$ cat src/rtl/risky2_ctrl_pkg.sv
// risky2_ctrl_pkg: controller state encoding and default timing parameters
package risky2_ctrl_pkg;
  typedef enum logic [2:0] {RUN, FLUSH, UART_WAIT, DRAIN, HALTED} ctrl_state_t;
  localparam int FLUSH_CYCLES_DEF = 2;
  localparam int DRAIN_CYCLES_DEF = 4;
  localparam int CNT_W = 8;
endpackage

$ cat src/rtl/perf_counter.sv
// perf_counter: event counter that either wraps or sticks at all-ones
module perf_counter #(
  parameter int WIDTH = 32,
  parameter bit SATURATE = 1'b0
) (
  input  logic             clk,
  input  logic             rstd,
  input  logic             inc,
  output logic [WIDTH-1:0] count
);
  // count one per asserted inc; saturating instances hold at the maximum
  always_ff @(posedge clk or negedge rstd)
    if (!rstd) count <= '0;
    else if (inc && !(SATURATE && (&count))) count <= count + 1'b1;
endmodule

$ cat src/rtl/pipeline_controller.sv
// pipeline_controller: stall/flush/freeze/halt sequencing for the core pipeline
module pipeline_controller import risky2_ctrl_pkg::*; #(
  parameter int FLUSH_CYCLES = FLUSH_CYCLES_DEF,
  parameter int DRAIN_CYCLES = DRAIN_CYCLES_DEF
) (
  input  logic        clk,
  input  logic        rstd,
  input  logic        is_data_hazard,
  input  logic        redirect_valid,
  input  logic        is_halt,
  input  logic        uart_req,
  input  logic        uart_busy,
  output logic        pc_we,
  output logic        fd_stall,
  output logic        fd_flush,
  output logic        de_flush,
  output logic        pipe_freeze,
  output logic        uart_we,
  output logic        halted,
  output logic [31:0] stall_cnt,
  output logic [15:0] redirect_cnt
);
  localparam logic [CNT_W-1:0] FLUSH_LOAD = CNT_W'(FLUSH_CYCLES - 1);
  localparam logic [CNT_W-1:0] DRAIN_LOAD = CNT_W'(DRAIN_CYCLES - 1);
  ctrl_state_t state, state_nx, ret_state, ret_nx;
  logic [CNT_W-1:0] cnt, cnt_nx;
  logic live, redir, ustall, hz, hlt;
  logic pc_we_i, fd_stall_i, fd_flush_i, de_flush_i, freeze_i, uart_we_i;
  assign live   = state == RUN || state == FLUSH || state == DRAIN;
  assign redir  = live && redirect_valid;
  assign ustall = live && !redir && uart_req && uart_busy;
  assign hz     = state == RUN && !redir && !ustall && is_data_hazard;
  assign hlt    = state == RUN && !redir && !ustall && !hz && is_halt;
  // output decode; a pending store ahead of the halt may still write while draining
  always_comb begin
    pc_we_i    = redir || ((state == RUN || state == FLUSH) && !ustall && !hz);
    fd_stall_i = ustall || hz || state == UART_WAIT;
    fd_flush_i = redir || state == DRAIN || state == HALTED;
    de_flush_i = redir || hz;
    freeze_i   = ustall || state == UART_WAIT;
    uart_we_i  = (live && uart_req && !uart_busy) || (state == UART_WAIT && !uart_busy);
  end
  // next state; a frozen DRAIN cycle leaves the drain count untouched until the UART returns
  always_comb begin
    state_nx = state;
    cnt_nx   = cnt;
    ret_nx   = ret_state;
    if (redir) begin
      state_nx = FLUSH;
      cnt_nx   = FLUSH_LOAD;
    end else if (ustall) begin
      state_nx = UART_WAIT;
      ret_nx   = state == DRAIN ? DRAIN : RUN;
    end else if (hlt) begin
      state_nx = DRAIN;
      cnt_nx   = DRAIN_LOAD;
    end else if (state == FLUSH || state == DRAIN) begin
      state_nx = cnt == '0 ? (state == FLUSH ? RUN : HALTED) : state;
      cnt_nx   = cnt == '0 ? cnt : cnt - 1'b1;
    end else if (state == UART_WAIT && !uart_busy) begin
      state_nx = ret_state;
    end
  end
  // state registers; reset abandons any pending wait or drain
  always_ff @(posedge clk or negedge rstd)
    if (!rstd) begin
      state     <= RUN;
      ret_state <= RUN;
      cnt       <= '0;
    end else begin
      state     <= state_nx;
      ret_state <= ret_nx;
      cnt       <= cnt_nx;
    end
  assign pc_we       = rstd && pc_we_i;
  assign fd_stall    = rstd && fd_stall_i;
  assign fd_flush    = rstd && fd_flush_i;
  assign de_flush    = rstd && de_flush_i;
  assign pipe_freeze = rstd && freeze_i;
  assign uart_we     = rstd && uart_we_i;
  assign halted      = rstd && state == HALTED;
  perf_counter #(.WIDTH(32), .SATURATE(1'b0)) u_stall_cnt (
    .clk(clk), .rstd(rstd), .inc(!pc_we_i && state != HALTED), .count(stall_cnt)
  );
  perf_counter #(.WIDTH(16), .SATURATE(1'b1)) u_redirect_cnt (
    .clk(clk), .rstd(rstd), .inc(redir), .count(redirect_cnt)
  );
endmodule

$ cat config.mk
export PLATFORM = sky130hd
export DESIGN_NAME = pipeline_controller
export DESIGN_NICKNAME = d
export VERILOG_FILES = /design/src/rtl/risky2_ctrl_pkg.sv /design/src/rtl/perf_counter.sv /design/src/rtl/pipeline_controller.sv
export SDC_FILE = /design/constraint.sdc
export NUM_CORES = 1
export LEC_CHECK = 0
export CAP_MARGIN = 20
export CORE_ASPECT_RATIO = 1.5
export CORE_MARGIN = 1
export CORE_UTILIZATION = 47
export DETAILED_ROUTE_END_ITERATION = 10
export GPL_TIMING_DRIVEN = 0
export PLACE_DENSITY_LB_ADDON = 0.12
export SYNTH_ARGS = -nofsm -noshare
export SYNTH_HDL_FRONTEND = slang
export SYNTH_HIERARCHICAL = 1
export SYNTH_SLANG_ARGS = --single-unit
$ cat constraint.sdc
create_clock -name clk -period 5.2 [get_ports clk]
set_input_delay 1.04 -clock clk [delete_from_list [all_inputs] [get_ports clk]]
set_output_delay 1.04 -clock clk [all_outputs]
set_load 0.02 [all_outputs]
== Yosys cells after proc, flatten, opt, wreduce, memory -nomap -nowiden ==
Cells that the tools add are included.

* Reductions and logical operators: 48
* Bitwise operators: 1
* Equal/unequal tests: 8
* Mux-type cells: 13
* $add $sub $neg: 3

{| class="wikitable"
|+ Operators with widths
! cell !! number
|-
| 8-bit 2-to-1 mux || 5
|-
| 32-bit by 1-bit adder with 32-bit output (second input constant) || 1
|-
| 1-bit logical AND || 23
|-
| 3-bit 2-to-1 mux || 7
|-
| 16-bit by 1-bit adder with 16-bit output (second input constant) || 1
|-
| 16-bit AND reduction || 1
|-
| 1-bit logical OR || 11
|-
| 8-bit logical NOT || 1
|-
| 8-bit by 1-bit subtractor with 8-bit output (second input constant) || 1
|-
| 3-bit by 2-bit == test with 1-bit output (second input constant) || 2
|-
| 1-bit logical NOT || 6
|-
| 3-bit != test (second input constant) || 2
|-
| 5-bit by 4-bit != test with 1-bit output (second input constant) || 1
|-
| 5-bit nonzero test || 1
|-
| 2-bit AND reduction || 2
|-
| 3-bit by 1-bit == test with 1-bit output (second input constant) || 1
|-
| 3-bit == test (second input constant) || 1
|-
| 3-bit logical NOT || 1
|-
| 3-bit AND reduction || 1
|-
| 3-bit nonzero test || 1
|-
| 2-bit 2-to-1 mux || 1
|-
| 2-bit != test (second input constant) || 1
|-
| 1-bit NOT || 1
|}

* Output and inout bits: 55
* Register bits after elaboration: 62
* Logic and storage cells: 78
* Input bits: 7

== Logic depth before layout (Yosys ltp) ==
Gate-level depths: netlist (run 1).

* Word-level depth: 17
* Mapped depth: 8
* Gate-level depth less buffers: 7

== Cells and area by module ==
Netlist (run 1), hierarchy kept.

{| class="wikitable"
|+ By module, submodules not included
! module !! instances !! area each (um^2) !! seq. area each (um^2) !! cells each
|-
| perf_counter at u_stall_cnt || 1 || 1448.9 || 800.8 || 123
|-
| pipeline_controller || 1 || 904.6 || 300.3 || 105
|-
| perf_counter at u_redirect_cnt || 1 || 840.8 || 400.4 || 75
|}

== Worst setup path before layout (run 1) ==
OpenSTA, ideal clock, no wires.

* Kind: input port to output port
* Start point: input redirect_valid
* End point: output de_flush
* Stages: 3
* Slack: 2138 ps
* Data arrival time: 2022 ps
* Buffers on the path: 0
* Required time: 4160 ps
* Cells stage by stage: nor4_2 nand3_1 a21boi_0

* Word-level cells in the longest chain between the ends: 10
* Elaborated cells on any way between the ends: 11
* Those cells by class: reduce/logical (11)

{| class="wikitable"
|+ Ends and longest elaborated chain
! item !! RTL line !! source
|-
| start, declared || pipeline_controller.sv:9 || <nowiki>input logic redirect_valid,</nowiki>
|-
| 1-bit logical AND (*) || pipeline_controller.sv:30 || <nowiki>assign redir = live && redirect_valid;</nowiki>
|-
| 1-bit logical NOT || pipeline_controller.sv:31, pipeline_controller.sv:32 ||
|-
| 1-bit logical AND (3 in a row) || pipeline_controller.sv:31 || <nowiki>assign ustall = live && !redir && uart_req && uart_busy;</nowiki>
|-
| 1-bit logical NOT || pipeline_controller.sv:32 || <nowiki>assign hz = state == RUN && !redir && !ustall && is_data_hazard;</nowiki>
|-
| 1-bit logical AND (2 in a row) || pipeline_controller.sv:32 ||
|-
| 1-bit logical OR (*) || pipeline_controller.sv:39 || <nowiki>de_flush_i = redir || hz;</nowiki>
|-
| 1-bit logical AND (*) || pipeline_controller.sv:78 || <nowiki>assign de_flush = rstd && de_flush_i;</nowiki>
|-
| end, declared || pipeline_controller.sv:16 || <nowiki>output logic de_flush,</nowiki>
|}

Mark *: on every way between the ends. The rest lies on a longest branch, timed or not.

== Final worst setup path (run 1) ==
* Start point: input redirect_valid
* End point: output pipe_freeze

* Word-level cells in the longest chain between the ends: 7

{| class="wikitable"
|+ Ends and longest elaborated chain
! item !! RTL line !! source
|-
| 1-bit logical AND || pipeline_controller.sv:30 ||
|-
| 1-bit logical NOT || pipeline_controller.sv:31 ||
|-
| 1-bit logical AND (3 in a row) || pipeline_controller.sv:31 ||
|-
| 1-bit logical OR || pipeline_controller.sv:40 || <nowiki>freeze_i = ustall || state == UART_WAIT;</nowiki>
|-
| 1-bit logical AND || pipeline_controller.sv:79 || <nowiki>assign pipe_freeze = rstd && freeze_i;</nowiki>
|-
| end, declared || pipeline_controller.sv:17 || <nowiki>output logic pipe_freeze,</nowiki>
|}

No other way between the ends.

==> results.ini, run 1 <==
[die]
num_io_pins = 62
start_util_pct = 48.9
die_h_um = 103
core_um2 = 6530
dieArea_um2 = 7140
chipWidth_um = 69.3
rows = 36

[clock_network]
cts_inserted_buffers = 9
cts_max_level = 3
ctsHoldBuffers = 0
root_buffer = clkbuf_8
cts-resized-gates = 0
clk_path_buf_depth = 2
clock_latency_ns = 0.34
clkTransAtPathRegs_ns = 0.08
clkSinkCount = 60
cts_tree = yes
post_cts_buffers = 0

[setup_path]
worstPathMaxFanout = 9
worstPathRequired_ns = 4.16
critPathLaunchType = input pin
critPathKind = input pin to primary output
crit_buf_inv = 3
cpLargestDelayFamily = buffers and inverters
slowest_delay_ns = 0.60
endpoint_kind = primary output
cp_common_cell = clkdlybuf4s50_1
path_cells = clkdlybuf4s50_1 > nand4bb_1 > nand2b_1 > buf_2 > o21ai_0 > and2_1 > clkdlybuf4s50_1
crit_slowest_cell = clkdlybuf4s50_1
cp_data_arrival_time_ns = 3.30

[synth]
synth_area_leader_cell = dfrtp_1
synth_area_um2 = 3190
yosysTopAreaCellShare_pct = 47.0
syn_avg_cell_area_um2 = 10.5
synth_nets = 314
synthTopCellsByArea = dfrtp_1 47%, xnor2_1 6.0%, xor2_1 5.8%, nand3_1 3.4%, nand4_1 3.3%
synth_common_cells = 60 x dfrtp_1, 23 x nand2_1, 22 x nand3_1, 22 x xnor2_1, 21 x xor2_1
ys_seq_elements = 60
synth_cells = 303
yosysSeqAreaShare_pct = 47.0
async_flop_share_pct = 100
synth.distinct_cells = 55
yosysMostFrequentCell = dfrtp_1
synth-edff-count = 0
ys_warn_count = 6
synth-main-ff-cell = dfrtp_1

[sta]
worst_pin_slew_ns = 0.881
hold_ws_ns = 0.469
relSlewSlack_pct = 40.7
fin_tns_setup_ns = 0
finalHoldViolCount = 0
fin_crit_ns = 4.34
period_share_pct = 83.4
setup-violations-final = 0
max_freq_mhz = 231
slew_violations = 0
fin_worst_skew_ns = 0.00874
rsz0062_at_grt = false

[cells_and_area]
stdcell_area_um2 = 4110
drive_gt1_share_pct = 11.8
fillCellCount = 572
stdcell_count = 456
area_delta_synth_final_pct = 28.5
diodes = 0
final_nets = 386

[placed_design]
dp.cells = 440
place_congestion = 0.774
placed_area_um2 = 3900
dp_hpwl_um = 4960
port_buffers = 61

[route]
dr.pass1.iters = 4
drc = 0
drt-initial-drc-count = 157
wl_per_cell_um = 15.3
vias = 2582
drt_wl_total_um = 6960
ant_nets = 0
routed_via_density = 5.66

[pwr]
total_power_w = 0.00177
intPower_w = 0.00110
pwr-share-clk_pct = 24.8
power_frac_comb_pct = 37.0
p_per_area_nw_per_um2 = 431
leakage_nw = 1.81
ir_worst_vdd_mv = 0.333
seq_power_share_pct = 38.2
p_switching_w = 0.000671
p_sw_share_pct = 37.9

[worst_hold_path]
min_path_type = flop to flop

[global_routing]
grtUsageTotal_pct = 20.5
grt_overflow = 0
grt_max_degree = 68
grt_pass1_wl_um = 11700
antenna_found_initial = 0
grt_pass1_vias = 2440

[outcome]
outcome = complete, no violations

[job]
maxCapViolations = 0

[cell families (layout without fill, tap and decap cells)]
family,count (synthesis),after routing,share of synthesized area (%)
DFF,60,60,47.0
AOI/OAI and AO/OA,34,34,7.36
muxes,6,6,2.08
and+or+nand+nor,142,142,28.1
xor gates and xnor gates,43,43,11.8
buffers and inverters,14,91,2.12
adders and majority gates,4,4,1.57
[flip-flops by register name, indices dropped and copies added, names as in the netlist]
name                  count
ret_state                 1
state                     3
u_stall_cnt/count        32
cnt                       8
u_redirect_cnt/count     16
[per-stage QoR]
step	utilization (%)	worst slack (ns)
6_report	62.9	0.863
3_5_place_dp	59.7	0.858
5_1_grt	62.9	0.702
2_1_floorplan	-	2.14
4_1_cts	62.9	0.864
3_3_place_gp	59.7	-0.536
[worst register-to-register path: cells and delay by family, from the launching register on]
| family | cells | cell delay, ns |
|---|---|---|
| AND/OR/NAND/NOR | 6 | 2.08 |
| buffers and inverters | 1 | 0.19 |
| XOR/XNOR | 1 | 0.18 |
| flip-flops | 1 | 0.40 |
[cell type report]
class / instances / area [um^2] / area share [%]
Sequential cell: 60 / 1500 / 36.6
Timing Repair Buffer: 61 / 608 / 14.8
Multi-Input combinational cell: 229 / 1630 / 39.6
Tap cell: 76 / 95.1 / 2.32
Clock buffer: 10 / 138 / 3.35
Inverter: 9 / 33.8 / 0.823
Buffer: 5 / 33.8 / 0.823
Clock inverter: 6 / 70.1 / 1.71
[power by group through the flow]
stage                     clock [W]  combinational [W]  sequential, W
after floorplan                   0           0.000384       0.000722
after global placement            0           0.000642       0.000682
after detailed placement          0           0.000657       0.000686
after CTS                  0.000449           0.000661       0.000678
after global routing       0.000468           0.000721       0.000696
final                      0.000438           0.000655       0.000677
[metal layers]
| layer | up-vias | global-route usage (%) | share of wire (%) |
|---|---|---|---|
| met5 | - | 0 | 0 |
| met4 | 0 | 7.54 | 1.1 |
| met3 | 6 | 3.91 | 3.0 |
| met2 | 49 | 36.6 | 54 |
| met1 | 1270 | 24.6 | 42 |
| li1 | 1257 | - | - |
[worst paths after layout]
path / endpoint / slack (ns) / depth (start not counted) / startpoint
setup / recovery: pipe_freeze / 0.86 / 7 / redirect_valid
hold / removal: u_stall_cnt/count[31]$_DFFE_PN0P_ / 0.47 / 1 / u_stall_cnt/count[31]$_DFFE_PN0P_
setup reg to reg: u_stall_cnt/count[17]$_DFFE_PN0P_ / 2.26 / 8 / state[1]$_DFFE_PN0P_
hold reg to reg: u_stall_cnt/count[31]$_DFFE_PN0P_ / 0.47 / 1 / u_stall_cnt/count[31]$_DFFE_PN0P_
max in group asynchronous: u_redirect_cnt/count[3]$_DFFE_PN0P_ / 3.89 / 1 / rstd
min in group asynchronous: u_stall_cnt/count[7]$_DFFE_PN0P_ / 0.78 / 1 / rstd
[placed cells by master, fill, tap and decap left out, types with 4 or more instances in the layout]
cell	count
nor4_1	4
clkdlybuf4s50_1	60
clkbuf_8	11
nand2b_1	5
o31ai_1	4
xnor2_1	22
a21boi_0	4
o21ai_0	5
dfrtp_1	60
xor2_1	21
nor4_2	5
buf_2	4
and3_1	4
nand4_1	17
inv_1	9
nand3_1	22
and4_1	5
ha_1	4
nand2_1	23
a21oi_1	7
nor3_1	15
nor2_1	14
mux2_2	5
Note: power is estimated with default switching activity, not from simulation.
==> run 2, diff against run 1 <==
==> constraint.sdc (replaced) <==
create_clock -name clk -period 3.9 [get_ports clk]
set_input_delay 0.78 -clock clk [delete_from_list [all_inputs] [get_ports clk]]
set_output_delay 0.78 -clock clk [all_outputs]
set_load 0.02 [all_outputs]
==> run 2 against run 1 <==
Effect of this change:
- flip-flop and latch count did not move
- critical path type unchanged
- die area did not move
- count of clock-buffer cells in the layout did not move
- largest cell class unchanged
- critical path depth did not move
- clock skew barely moved
==> results.ini, run 2 (synthesized netlist as in run 1, its figures left out) <==
[setup_path]
worstPathRequired_ns = 3.12  ; was 4.16 ns
cpLargestDelayFamily = buffers and inverters  ; unchanged
critPathLaunchType = input pin  ; unchanged
critPathKind = input pin to primary output  ; unchanged
endpoint_kind = primary output  ; unchanged
worstPathMaxFanout = 9  ; unchanged
crit_slowest_cell = clkdlybuf4s50_1  ; unchanged
r2r_cells = 8  ; unchanged
crit_buf_inv = 3  ; unchanged
cp.depth = 7  ; unchanged
slowest_delay_ns = 0.60  ; about the same
cp_common_cell = clkdlybuf4s50_1  ; unchanged
cp_data_arrival_time_ns = 2.96  ; was 3.30 ns
path_cells = clkdlybuf4s50_1 > nand4bb_2 > nand2b_1 > buf_2 > o21ai_0 > and2_1 > clkdlybuf4s50_1  ; was clkdlybuf4s50_1 > nand4bb_1 > nand2b_1 > buf_2 > o21ai_0 > and2_1 > clkdlybuf4s50_1

[pwr]
ir_worst_vdd_mv = 0.444  ; was 0.333 mV
leakage_nw = 1.81  ; about the same
p_sw_share_pct = 37.9  ; about the same
p_switching_w = 0.000893  ; was 0.000671 W
power_frac_comb_pct = 37.0  ; about the same
seq_power_share_pct = 38.3  ; was 38.2%
pwr-share-clk_pct = 24.8  ; about the same
p_per_area_nw_per_um2 = 574  ; was 431 nW/um^2
intPower_w = 0.00147  ; was 0.00110 W

[global_routing]
antenna_found_initial = 0  ; unchanged
grt_overflow = 0  ; unchanged
grt_pass1_wl_um = 11700  ; unchanged
grt_pass1_vias = 2440  ; unchanged
grt_max_degree = 68  ; unchanged
grtUsageTotal_pct = 20.5  ; unchanged

[die]
core_um2 = 6530  ; unchanged
chipWidth_um = 69.3  ; unchanged
rows = 36  ; unchanged
start_util_pct = 48.9  ; unchanged
num_io_pins = 62  ; unchanged
die_h_um = 103  ; unchanged
dieArea_um2 = 7140  ; unchanged

[placed_design]
place_congestion = 0.774  ; unchanged
dp.cells = 440  ; unchanged
port_buffers = 61  ; unchanged
dp_hpwl_um = 4960  ; unchanged
placed_area_um2 = 3900  ; unchanged

[route]
drt_wl_total_um = 6980  ; was 6960 um
drc = 0  ; unchanged
wl_per_cell_um = 15.3  ; about the same
drt-initial-drc-count = 153  ; was 157
routed_via_density = 5.67  ; was 5.66
dr.pass1.iters = 4  ; unchanged
vias = 2585  ; was 2582
ant_nets = 0  ; unchanged

[clock_network]
clk_path_buf_depth = 2  ; unchanged
clock_latency_ns = 0.34  ; about the same
ctsHoldBuffers = 0  ; unchanged
clkTransAtPathRegs_ns = 0.08  ; about the same
cts-resized-gates = 0  ; unchanged
root_buffer = clkbuf_8  ; unchanged
clkSinkCount = 60  ; unchanged
cts_tree = yes  ; unchanged
cts_max_level = 3  ; unchanged
cts_inserted_buffers = 9  ; unchanged
post_cts_buffers = 0  ; unchanged

[sta]
setup-violations-final = 0  ; unchanged
hold_ws_ns = 0.469  ; about the same
rsz0062_at_grt = false  ; unchanged
fin_crit_ns = 3.74
slew_violations = 0  ; unchanged
max_freq_mhz = 267
worst_pin_slew_ns = 0.890  ; was 0.881 ns
finalHoldViolCount = 0  ; unchanged
relSlewSlack_pct = 40.1  ; was 40.7%
fin_worst_skew_ns = 0.00891  ; was 0.00874 ns
period_share_pct = 95.9

[cells_and_area]
post-route-util_pct = 62.9  ; about the same
fillCellCount = 571  ; was 572
final_nets = 386  ; unchanged
stdcell_area_um2 = 4110  ; about the same
most-common-layout-cells = 60 x dfrtp_1, 60 x clkdlybuf4s50_1, 23 x nand2_1  ; unchanged
area_delta_synth_final_pct = 28.7  ; was 28.5%
stdcell_count = 456  ; unchanged
layout.area.seq_um2 = 1500  ; unchanged
regMostFlops = u_stall_cnt/count  ; unchanged
diodes = 0  ; unchanged
drive_gt1_share_pct = 12.1  ; was 11.8%
multi_input_area_um2 = 1630  ; about the same
reg.largest.list = u_stall_cnt/count: 32 flops, u_redirect_cnt/count: 16 flops, cnt: 8 flops  ; unchanged
largest_reg_flops = 32  ; unchanged

[worst_hold_path]
min_path_type = flop to flop  ; unchanged
hold_depth = 1  ; unchanged

[job]
maxCapViolations = 0  ; unchanged

[outcome]
outcome = complete, no violations  ; unchanged

## run 2: routing by layer
layer  GRT usage (%)  vias up  part of all wire, %
met5               0        -                    0
met3            3.91       10                  2.8
met4            7.54        0                  1.5
met1            24.6     1276                   42
met2            36.6       42                   54
li1                -     1257                    -
## run 2: worst paths after layout
| check | start | endpoint | slack, ns |
|---|---|---|---|
| max | redirect_valid | pipe_freeze | 0.16 |
| min | u_stall_cnt/count[31]$_DFFE_PN0P_ | u_stall_cnt/count[31]$_DFFE_PN0P_ | 0.47 |
| max reg2reg | state[1]$_DFFE_PN0P_ | u_stall_cnt/count[17]$_DFFE_PN0P_ | 0.95 |
| min reg2reg | u_stall_cnt/count[31]$_DFFE_PN0P_ | u_stall_cnt/count[31]$_DFFE_PN0P_ | 0.47 |
| max in group asynchronous | rstd | u_redirect_cnt/count[3]$_DFFE_PN0P_ | 2.85 |
| min in group asynchronous | rstd | u_stall_cnt/count[7]$_DFFE_PN0P_ | 0.52 |
## run 2: area by class of cell
cell class	count	area share (%)
clock inverter	6	1.70
clock buffer	10	3.35
timing repair buffer	61	14.8
sequential	60	36.5
multi-input combinational	229	39.7
tap	76	2.31
inverter	9	0.822
buffer	5	0.822
## run 2: power groups by stage
stage | Sequential (W) | Combinational [W] | Clock, W
finish | 0.000903 | 0.000872 | 0.000584
global placement | 0.000909 | 0.000857 | 0
floorplan | 0.000963 | 0.000513 | 0
detailed placement | 0.000915 | 0.000877 | 0
global route | 0.000929 | 0.000961 | 0.000624
CTS | 0.000904 | 0.000881 | 0.000599
## run 2: metrics by stage
stage	TNS (ns)	setup WS [ns]	power (W)
finish	0	0.160	0.00236
global route	0	0.0145	0.00251
CTS	0	0.0841	0.00238
detailed placement	0	0.0784	0.00179
global placement	-13.30	-1.32	0.00177
floorplan	0	1.25	0.00148
## run 2: worst register-to-register path, stage by stage, from the launching register on
cell     delay, ns
dfrtp_1       0.40
buf_2         0.19
nor4_2        0.37
nand3_1       0.20
nand3_1       0.28
nand4_4       0.17
nor4_1        0.79
nand4_1       0.26
xnor2_1       0.18
==> run 3, diff against run 2 <==
--- a/config.mk
+++ b/config.mk
@@ -7,7 +7,6 @@
 export LEC_CHECK = 0
 export CAP_MARGIN = 20
 export CORE_ASPECT_RATIO = 1.5
-export CORE_MARGIN = 1
 export CORE_UTILIZATION = 47
 export DETAILED_ROUTE_END_ITERATION = 10
 export GPL_TIMING_DRIVEN = 0
==> results of run 3 <==
The final DEF is identical to that of run 2; final timing and power are the same.
